`src/rtl/irq_timer_ctrl_pkg.sv`:
```
// Shared definitions for the machine timer / interrupt aggregator: register offsets,
// claim ID width, timer width and the byte-strobe merge helper.
package irq_timer_ctrl_pkg;

    localparam int TIMER_W    = 64;
    localparam int CLAIM_ID_W = 5;

    localparam int REG_MTIME_LO    = 'h00;
    localparam int REG_MTIME_HI    = 'h04;
    localparam int REG_MTIMECMP_LO = 'h08;
    localparam int REG_MTIMECMP_HI = 'h0C;
    localparam int REG_PRESCALE    = 'h10;
    localparam int REG_PENDING     = 'h14;
    localparam int REG_ENABLE      = 'h18;
    localparam int REG_CLAIM       = 'h1C;

    function automatic logic [31:0] apply_wstrb(input logic [31:0] old_val,
                                                 input logic [31:0] wdata,
                                                 input logic [3:0]  wstrb);
        logic [31:0] res;
        for (int b = 0; b < 4; b++) begin
            res[8*b +: 8] = wstrb[b] ? wdata[8*b +: 8] : old_val[8*b +: 8];
        end
        return res;
    endfunction

endpackage

```
`src/rtl/irq_sync_edge.sv`:
```
// Two-flop synchroniser plus rising-edge detect; level valid 2 cycles after input,
// rise pulses for exactly one cycle. No flow control.
module irq_sync_edge #(
    parameter int W = 8
) (
    input  logic         clk,
    input  logic         rst_n,
    input  logic [W-1:0] async_i,
    output logic [W-1:0] level_o,
    output logic [W-1:0] rise_o
);

    logic [W-1:0] meta_q;
    logic [W-1:0] sync_q;
    logic [W-1:0] prev_q;

    always_ff @(posedge clk or negedge rst_n) begin
        if (!rst_n) begin
            meta_q <= '0;
            sync_q <= '0;
            prev_q <= '0;
        end else begin
            meta_q <= async_i;
            sync_q <= meta_q;
            prev_q <= sync_q;
        end
    end

    assign level_o = sync_q;
    assign rise_o  = sync_q & ~prev_q;

endmodule

```
`src/rtl/irq_timer_ctrl.sv`:
```
// Machine timer (mtime/mtimecmp) and N-source pending/enable/claim block driving ti/ei.
// Reads respond exactly one cycle after accept; req_ready is tied high (no back-pressure).
module irq_timer_ctrl
    import irq_timer_ctrl_pkg::*;
#(
    parameter int               N_SRC     = 8,
    parameter logic [N_SRC-1:0] EDGE_MASK = '0,
    parameter int               ADDR_W    = 5
) (
    input  logic              clk,
    input  logic              rst,
    input  logic              req_valid,
    input  logic              req_we,
    input  logic [ADDR_W-1:0] req_addr,
    input  logic [31:0]       req_wdata,
    input  logic [3:0]        req_wstrb,
    output logic              req_ready,
    output logic              rsp_valid,
    output logic [31:0]       rsp_rdata,
    input  logic [N_SRC-1:0]  irq_src,
    output logic              ti,
    output logic              ei
);

    logic [TIMER_W-1:0] mtime_q, mtime_d;
    logic [TIMER_W-1:0] mtimecmp_q, mtimecmp_d;
    logic [15:0]        prescale_q, prescale_d;
    logic [15:0]        tick_q, tick_d;
    logic [N_SRC-1:0]   pending_q, pending_d;
    logic [N_SRC-1:0]   enable_q, enable_d;
    logic [N_SRC-1:0]   in_service_q, in_service_d;
    logic               ti_q, ei_q, rsp_valid_q;
    logic [31:0]        rsp_rdata_q, rdata;

    logic [N_SRC-1:0]   src_level, src_rise;
    logic [N_SRC-1:0]   claim_cand, claim_onehot, complete_mask, w1c_mask, set_vec, clr_vec;
    logic [CLAIM_ID_W-1:0] claim_id;
    logic [ADDR_W-1:0]  addr_w;
    logic               wr, rd, claim_rd, tick_hit;
    logic               sel_mlo, sel_mhi, sel_clo, sel_chi, sel_pre, sel_pend, sel_en, sel_claim;
    logic               unused_addr_bits;

    irq_sync_edge #(.W(N_SRC)) u_sync (
        .clk     (clk),
        .rst_n   (rst),
        .async_i (irq_src),
        .level_o (src_level),
        .rise_o  (src_rise)
    );

    assign wr       = req_valid & req_we;
    assign rd       = req_valid & ~req_we;
    assign addr_w   = {req_addr[ADDR_W-1:2], 2'b00};
    assign unused_addr_bits = ^req_addr[1:0];

    assign sel_mlo   = (addr_w == ADDR_W'(REG_MTIME_LO));
    assign sel_mhi   = (addr_w == ADDR_W'(REG_MTIME_HI));
    assign sel_clo   = (addr_w == ADDR_W'(REG_MTIMECMP_LO));
    assign sel_chi   = (addr_w == ADDR_W'(REG_MTIMECMP_HI));
    assign sel_pre   = (addr_w == ADDR_W'(REG_PRESCALE));
    assign sel_pend  = (addr_w == ADDR_W'(REG_PENDING));
    assign sel_en    = (addr_w == ADDR_W'(REG_ENABLE));
    assign sel_claim = (addr_w == ADDR_W'(REG_CLAIM));
    assign claim_rd  = rd & sel_claim;

    assign claim_cand = pending_q & enable_q & ~in_service_q;

    // Descending scan so the lowest-index candidate is the one left standing.
    always_comb begin
        claim_id     = '0;
        claim_onehot = '0;
        for (int i = N_SRC - 1; i >= 0; i--) begin
            if (claim_cand[i]) begin
                claim_id        = CLAIM_ID_W'(i + 1);
                claim_onehot    = '0;
                claim_onehot[i] = 1'b1;
            end
        end
    end

    always_comb begin
        complete_mask = '0;
        w1c_mask      = '0;
        for (int i = 0; i < N_SRC; i++) begin
            complete_mask[i] = wr && sel_claim && (req_wdata == 32'(i + 1));
            w1c_mask[i]      = wr && sel_pend && req_wstrb[i/8] && req_wdata[i];
        end
    end

    always_comb begin
        tick_hit     = (tick_q == prescale_q);
        tick_d       = tick_hit ? '0 : tick_q + 16'd1;
        mtime_d      = tick_hit ? mtime_q + TIMER_W'(1) : mtime_q;
        mtimecmp_d   = mtimecmp_q;
        prescale_d   = prescale_q;
        enable_d     = enable_q;
        in_service_d = in_service_q;

        if (wr) begin
            if (sel_mlo) mtime_d = {mtime_q[63:32], apply_wstrb(mtime_q[31:0], req_wdata, req_wstrb)};
            if (sel_mhi) mtime_d = {apply_wstrb(mtime_q[63:32], req_wdata, req_wstrb), mtime_q[31:0]};
            if (sel_clo) mtimecmp_d[31:0]  = apply_wstrb(mtimecmp_q[31:0], req_wdata, req_wstrb);
            if (sel_chi) mtimecmp_d[63:32] = apply_wstrb(mtimecmp_q[63:32], req_wdata, req_wstrb);
            if (sel_pre) begin
                prescale_d[15:8] = req_wstrb[1] ? req_wdata[15:8] : prescale_q[15:8];
                prescale_d[7:0]  = req_wstrb[0] ? req_wdata[7:0]  : prescale_q[7:0];
                tick_d           = '0;
            end
            if (sel_en) begin
                for (int i = 0; i < N_SRC; i++) begin
                    if (req_wstrb[i/8]) enable_d[i] = req_wdata[i];
                end
            end
            if (sel_claim) in_service_d = in_service_q & ~complete_mask;
        end
        if (claim_rd) in_service_d = in_service_q | claim_onehot;

        // Level sources are gated by next-cycle in_service so a claimed line does not
        // re-pend behind the claim, and re-pends in the same cycle it is completed.
        set_vec   = (EDGE_MASK & src_rise) | (~EDGE_MASK & src_level & ~in_service_d);
        clr_vec   = w1c_mask | (claim_rd ? claim_onehot : '0);
        pending_d = (pending_q & ~clr_vec) | set_vec;
    end

    always_comb begin
        rdata = '0;
        if (sel_mlo)   rdata = mtime_q[31:0];
        if (sel_mhi)   rdata = mtime_q[63:32];
        if (sel_clo)   rdata = mtimecmp_q[31:0];
        if (sel_chi)   rdata = mtimecmp_q[63:32];
        if (sel_pre)   rdata = {16'h0000, prescale_q};
        if (sel_pend)  rdata = 32'(pending_q);
        if (sel_en)    rdata = 32'(enable_q);
        if (sel_claim) rdata = 32'(claim_id);
    end

    always_ff @(posedge clk or negedge rst) begin
        if (!rst) begin
            mtime_q      <= '0;
            mtimecmp_q   <= '1;
            prescale_q   <= '0;
            tick_q       <= '0;
            pending_q    <= '0;
            enable_q     <= '0;
            in_service_q <= '0;
            ti_q         <= 1'b0;
            ei_q         <= 1'b0;
            rsp_valid_q  <= 1'b0;
            rsp_rdata_q  <= '0;
        end else begin
            mtime_q      <= mtime_d;
            mtimecmp_q   <= mtimecmp_d;
            prescale_q   <= prescale_d;
            tick_q       <= tick_d;
            pending_q    <= pending_d;
            enable_q     <= enable_d;
            in_service_q <= in_service_d;
            ti_q         <= (mtime_q >= mtimecmp_q);
            ei_q         <= |claim_cand;
            rsp_valid_q  <= rd;
            if (rd) rsp_rdata_q <= rdata;
        end
    end

    assign req_ready = 1'b1;
    assign rsp_valid = rsp_valid_q;
    assign rsp_rdata = rsp_rdata_q;
    assign ti        = ti_q;
    assign ei        = ei_q;

endmodule

```
`config.mk`:
```
export PLATFORM = sky130hd
export DESIGN_NAME = irq_timer_ctrl
export DESIGN_NICKNAME = d
export VERILOG_FILES = /design/src/rtl/irq_timer_ctrl_pkg.sv /design/src/rtl/irq_sync_edge.sv /design/src/rtl/irq_timer_ctrl.sv
export SDC_FILE = /design/constraint.sdc
export NUM_CORES = 1
export LEC_CHECK = 0
export CAP_MARGIN = 15
export CORE_MARGIN = 5
export CORE_UTILIZATION = 25
export CTS_BUF_LIST = sky130_fd_sc_hd__clkbuf_4 sky130_fd_sc_hd__clkbuf_8 sky130_fd_sc_hd__clkbuf_16
export DETAILED_ROUTE_END_ITERATION = 10
export GPL_ROUTABILITY_DRIVEN = 0
export GPL_TIMING_DRIVEN = 0
export PLACE_DENSITY_LB_ADDON = 0.15
export SYNTH_ARGS = -nofsm -noshare
export SYNTH_HDL_FRONTEND = slang
export SYNTH_HIERARCHICAL = 1
export SYNTH_SLANG_ARGS = --single-unit
```
`constraint.sdc`:
```
create_clock -name clk -period 3.07 [get_ports clk]
set_input_delay 0.4605 -clock clk [delete_from_list [all_inputs] [get_ports clk]]
set_output_delay 0.4605 -clock clk [all_outputs]
set_load 0.005 [all_outputs]
```
==> impl_metrics.yaml, run 1 <==
die:
  start_util_pct: 25.35
  coreArea_sq_um: 54030
  floorplan.rows: 85
  die_x_um: 244.0
  die_y_um: 244.0
  boundaryPins: 89
  die_area_sq_um: 59560
place:
  portBuffers: 80
  dp_hpwl_um: 38060
  placed_area_sq_um: 15430
critical_path:
  ff2ff_setup_slack_ns: 0.11
  crit_fanout: 8
  rr_worst_depth: 8
  r2r-end: "mtime_q[27]$_DFFE_PN0P_"
  worstSetupPathType: "in2reg"
  rr_startpoint: "prescale_q[14]$_DFFE_PN0P_"
  worst_setup_path_end_kind: "register"
  crit_required_ns: 3.50
  cp.arrival_ns: 3.51
  cp-start-kind: "primary input"
route:
  drtAntennaViolNets: 0
  drc: 0
  wl_per_cell_um: 23.00
  dr.pass1.iters: 6
  vias_per_cell: 5.225
  drt-total-wl_um: 51470
  vias: 11693
  drt_iter0_drc: 1020
clocking:
  clkTransAtPathRegs_ns: 0.06
  root_buffer: "clkbuf_16"
  clock_path_buffers: 3
  clk_latency_ns: 0.59
  clock-sinks: 235
  htree_levels: 1
  cts_buffers: 29
  cts_tree: "done"
global_routing:
  grt_pass1_vias: 11975
  track_usage_pct: 16.91
  grt_pass1_wl_um: 78180
  grt_start_max_net_pins: 92
  grt_overflow: 0
  antenna_found_initial: 0
sta:
  setup_tns_ns: -0.02566
  slew_violations: 0
  worst_pin_slew_ns: 1.006
  finalHoldViolations: 0
  min_period_ns: 3.086
  slew_headroom_pct: 32.96
  timing.final.ws_setup_ns: -0.01620
  fmax_mhz: 324.0
  setup_viol: 2
  rsz0062_at_grt: "true"
  period_share_pct: 100.5
  finalClockSkew_ns: 0.02181
outcome:
  violations: "negative setup slack"
  status: "complete, but fails checks"
layout:
  final_common_cell: "dfrtp_1"
  fin_nets: 1638
  utilization_pct: 30.76
  diodes: 0
  areaGrowthSynthToFinish_pct: 21.37
  drive_gt1_share_pct: 17.19
  stdcell_area_sq_um: 16620
  mostFrequentLayoutCells: "171 x dfrtp_1, 155 x nand2_1, 118 x nor2_1"
  num-fill-cells: 5693
worst_hold_path:
  min_to: "mtimecmp_q[26]$_DFFE_PN1P_"
  hp-class: "in2reg"
  hold_depth: 3
  worstHoldStart: "req_wdata[26]"
synth:
  yosysWarnings: 6
  syn_area_per_cell_sq_um: 9.768
  synth_nets: 1521
  synthCells: 1402
  synth_area_sq_um: 13690
pwr:
  ir_worst_vdd_v: 0.0003836
  pwr_density_cell_nw_per_um2: 682.1
  finalPower_w: 0.01134
  p_leak_nw: 6.788
flow_run:
  maxCapViolCount: 0
[power by group]
part | switching [W] | leakage (nW) | internal, W
clock | 0.00149 | 0.532 | 0.00240
sequential | 0.000754 | 2.75 | 0.00383
combinational | 0.00155 | 3.51 | 0.00132
[how the worst max path moves through the flow]
stage                                           from                         to  cells after the start
after floorplan           mtimecmp_q[35]$_DFFE_PN1P_               ti$_DFF_PN0_                      9
after global placement                           rst  rsp_rdata[12]$_DFFE_PN0P_                      1
after detailed placement                 req_addr[3]   rsp_rdata[1]$_DFFE_PN0P_                      7
after CTS                               req_wdata[4]     pending_q[2]$_DFF_PN0_                      7
after global routing                     req_addr[3]     mtime_q[6]$_DFFE_PN0P_                      7
final                                   req_wdata[4]  in_service_q[2]$_DFF_PN0_                      7
[layer usage]
layer / global-route usage [%] / share of wire [%] / routed length (um) / vias up
met5: 0 / 0 / 0 / -
met4: 5.659 / 3.2 / 1647 / 0
met3: 2.173 / 4.8 / 2447 / 83
met2: 27.32 / 46 / 23850 / 312
met1: 23.57 / 46 / 23520 / 5886
li1: - / - / - / 5412
[repair_timing]
| action | CTS | global route |
|---|---|---|
| pin swaps | 0 | 1 |
| hold endpoints to repair | 50 | 0 |
| gates resized for setup | 11 | 13 |
| setup endpoints to repair | 56 | 31 |
| hold buffers | 1 | 0 |
| setup buffers | 0 | 1 |
[registers in the layout, indices dropped and copies added (netlist names)]
name,flops
ei,1
enable_q,8
in_service_q,8
mtime_q,64
mtimecmp_q,64
pending_q,8
prescale_q,16
rsp_rdata,32
rsp_valid,1
ti,1
tick_q,16
u_sync/level_o,8
u_sync/meta_q,8
[metrics by stage]
stage | hold WS, ns | setup WS [ns] | std cells
global placement | 0.3338 | -9.459 | 2178
detailed placement | 0.3356 | -0.9928 | 2181
floorplan | 0.1649 | 0.6737 | 1402
finish | 0.2754 | -0.01620 | 2238
global route | 0.2944 | -0.02713 | 2238
CTS | 0.2615 | 0.02059 | 2236
[cell type report]
cell class | count | area [sq um] | share of cell area, %
multi-input cells | 1027 | 7252 | 43.63
well taps | 696 | 870.8 | 5.239
inverters | 81 | 304.0 | 1.829
repair buffers | 86 | 890.9 | 5.360
clock inverters | 15 | 245.2 | 1.475
plain buffers | 59 | 271.5 | 1.634
flip-flops and latches | 235 | 5961 | 35.86
clock buffers | 39 | 825.8 | 4.968
[worst max-delay path: stages]
cell	delay, ns
clkdlybuf4s50_1	0.79
nor4_2	0.56
nand4_1	0.15
nor3_1	0.57
nand4_1	0.38
nor3_2	0.45
a31oi_1	0.15
(Power assumes the default switching activity.)
==> run 2: changes to the inputs <==
--- a/config.mk
+++ b/config.mk
@@ -12,7 +12,8 @@
 export DETAILED_ROUTE_END_ITERATION = 10
 export GPL_ROUTABILITY_DRIVEN = 0
 export GPL_TIMING_DRIVEN = 0
-export PLACE_DENSITY_LB_ADDON = 0.15
+export PLACE_DENSITY = 0.36
+export SETUP_SLACK_MARGIN = 0.4
 export SYNTH_ARGS = -nofsm -noshare
 export SYNTH_HDL_FRONTEND = slang
 export SYNTH_HIERARCHICAL = 1
==> impl_metrics.yaml, run 2 (synthesis gave the netlist of run 1 again) <==
critical_path:
  r2r-end: "ti$_DFF_PN0_"
  cp-start-kind: "register"
  crit_fanout: 2
  crit_required_ns: 3.59
  rr_worst_depth: 9
  rr_startpoint: "mtimecmp_q[15]$_DFFE_PN1P_"
  worst_setup_path_end_kind: "register"
  worstSetupPathType: "reg2reg"
  cp.arrival_ns: 3.16
  ff2ff_setup_slack_ns: 0.43
outcome:
  status: "completed"
layout:
  stdcell_area_sq_um: 17190
  fin_nets: 1666
  diodes: 0
  drive_gt1_share_pct: 22.96
  mostFrequentLayoutCells: "158 x dfrtp_1, 153 x nand2_1, 110 x nor2_1"
  utilization_pct: 31.82
  areaGrowthSynthToFinish_pct: 25.56
  final_common_cell: "dfrtp_1"
clocking:
  clkTransAtPathRegs_ns: 0.06
  root_buffer: "clkbuf_16"
  clk_latency_ns: 0.61
  clock_path_buffers: 3
  clock-sinks: 235
  htree_levels: 1
  cts_tree: "done"
  cts_buffers: 31
global_routing:
  grt_overflow: 0
  track_usage_pct: 17.82
  antenna_found_initial: 0
  grt_pass1_wl_um: 81040
  grt_pass1_vias: 11734
  grt_start_max_net_pins: 90
die:
  boundaryPins: 89
  start_util_pct: 25.35
  coreArea_sq_um: 54030
  die_y_um: 244.0
  die_x_um: 244.0
  floorplan.rows: 85
  die_area_sq_um: 59560
route:
  vias: 11824
  dr.pass1.iters: 5
  wl_met1_um: 26070
  vias_per_cell: 5.213
  routed.top_layer: "met4"
  wl_met2_um: 24960
  drc: 0
  drt-total-wl_um: 54490
  drtAntennaViolNets: 0
  wl_per_cell_um: 24.02
  detailroute.wirelength.met3_um: 2181
  drt_iter0_drc: 1005
sta:
  rsz0062_at_grt: "true"
  setup_viol: 0
  finalClockSkew_ns: 0.02848
  fmax_mhz: 379.4
  min_period_ns: 2.636
  slew_headroom_pct: 31.56
  finalHoldViolations: 0
  worst_pin_slew_ns: 1.027
  period_share_pct: 85.87
  slew_violations: 0
place:
  dp_hpwl_um: 39960
  placed_area_sq_um: 15440
  portBuffers: 80
pwr:
  p_leak_nw: 7.068
  pwr_density_cell_nw_per_um2: 670.3
  ir_worst_vdd_v: 0.0004020
  finalPower_w: 0.01153
worst_hold_path:
  hold_depth: 1
  hp-class: "in2reg"
  worstHoldStart: "irq_src[1]"
  min_to: "u_sync/meta_q[1]$_DFF_PN0_"
flow_run:
  maxCapViolCount: 0
run 2: through the flow:
| step | TNS [ns] | worst slack [ns] | hold slack [ns] | std cells |
|---|---|---|---|---|
| floorplan | 0 | 0.6737 | 0.1649 | 1402 |
| global route | 0 | 0.3180 | 0.2706 | 2268 |
| CTS | 0 | 0.3084 | 0.2637 | 2247 |
| finish | 0 | 0.4339 | 0.2907 | 2268 |
| global placement | -2195.53 | -9.932 | 0.3330 | 2178 |
| detailed placement | -92.95 | -1.119 | 0.3347 | 2181 |
run 2: layer usage:
layer	GRT usage, %	up-vias
met4	4.132	0
met3	2.315	64
li1	-	5467
met1	26.00	6026
met2	28.30	267
met5	0	-
run 2: how the worst max path moves through the flow:
stage                                          start                       end  slack (ns)  depth (start not counted)
after floorplan           mtimecmp_q[35]$_DFFE_PN1P_              ti$_DFF_PN0_        0.67                          9
after global placement                           rst      tick_q[12]$_DFF_PN0_       -9.93                          1
after detailed placement                 req_addr[3]  rsp_rdata[1]$_DFFE_PN0P_       -1.12                          7
after CTS                        tick_q[8]$_DFF_PN0_   mtime_q[27]$_DFFE_PN0P_        0.31                          9
after global routing      mtimecmp_q[35]$_DFFE_PN1P_              ti$_DFF_PN0_        0.32                         10
final                     mtimecmp_q[15]$_DFFE_PN1P_              ti$_DFF_PN0_        0.43                          9
run 2: worst max-delay path, stage by stage, from the launching register on:
cell	delay, ns
dfstp_2	0.53
inv_1	0.05
ha_1	0.28
nand2_1	0.06
nor2_1	0.23
o211ai_1	0.12
o21ai_0	0.48
a31oi_4	0.15
or4b_4	0.54
nand3_2	0.10
run 2: layout make-up:
| cell class | count | area (sq um) |
|---|---|---|
| Timing Repair Buffer | 112 | 1097 |
| Multi-Input combinational cell | 1027 | 7547 |
| Clock buffer | 45 | 930.9 |
| Sequential cell | 235 | 5977 |
| Clock inverter | 13 | 143.9 |
| Tap cell | 696 | 870.8 |
| Fill cell | 5592 | 36830 |
| Inverter | 81 | 304.0 |
| Buffer | 59 | 322.8 |
run 2: what timing repair did:
item | 4_1_cts | 5_1_grt
endpoints found under the hold margin | 42 | 0
gates cloned | 0 | 1
hold buffers | 1 | 0
setup endpoints to repair | 137 | 69
pin swaps | 11 | 25
buffers inserted | 7 | 20
resized for setup | 59 | 71
run 2: where the power goes:
group / switching [W] / internal (W)
combinational: 0.00165 / 0.00139
clock: 0.00152 / 0.00234
sequential: 0.000781 / 0.00384
total: 0.00395 / 0.00758
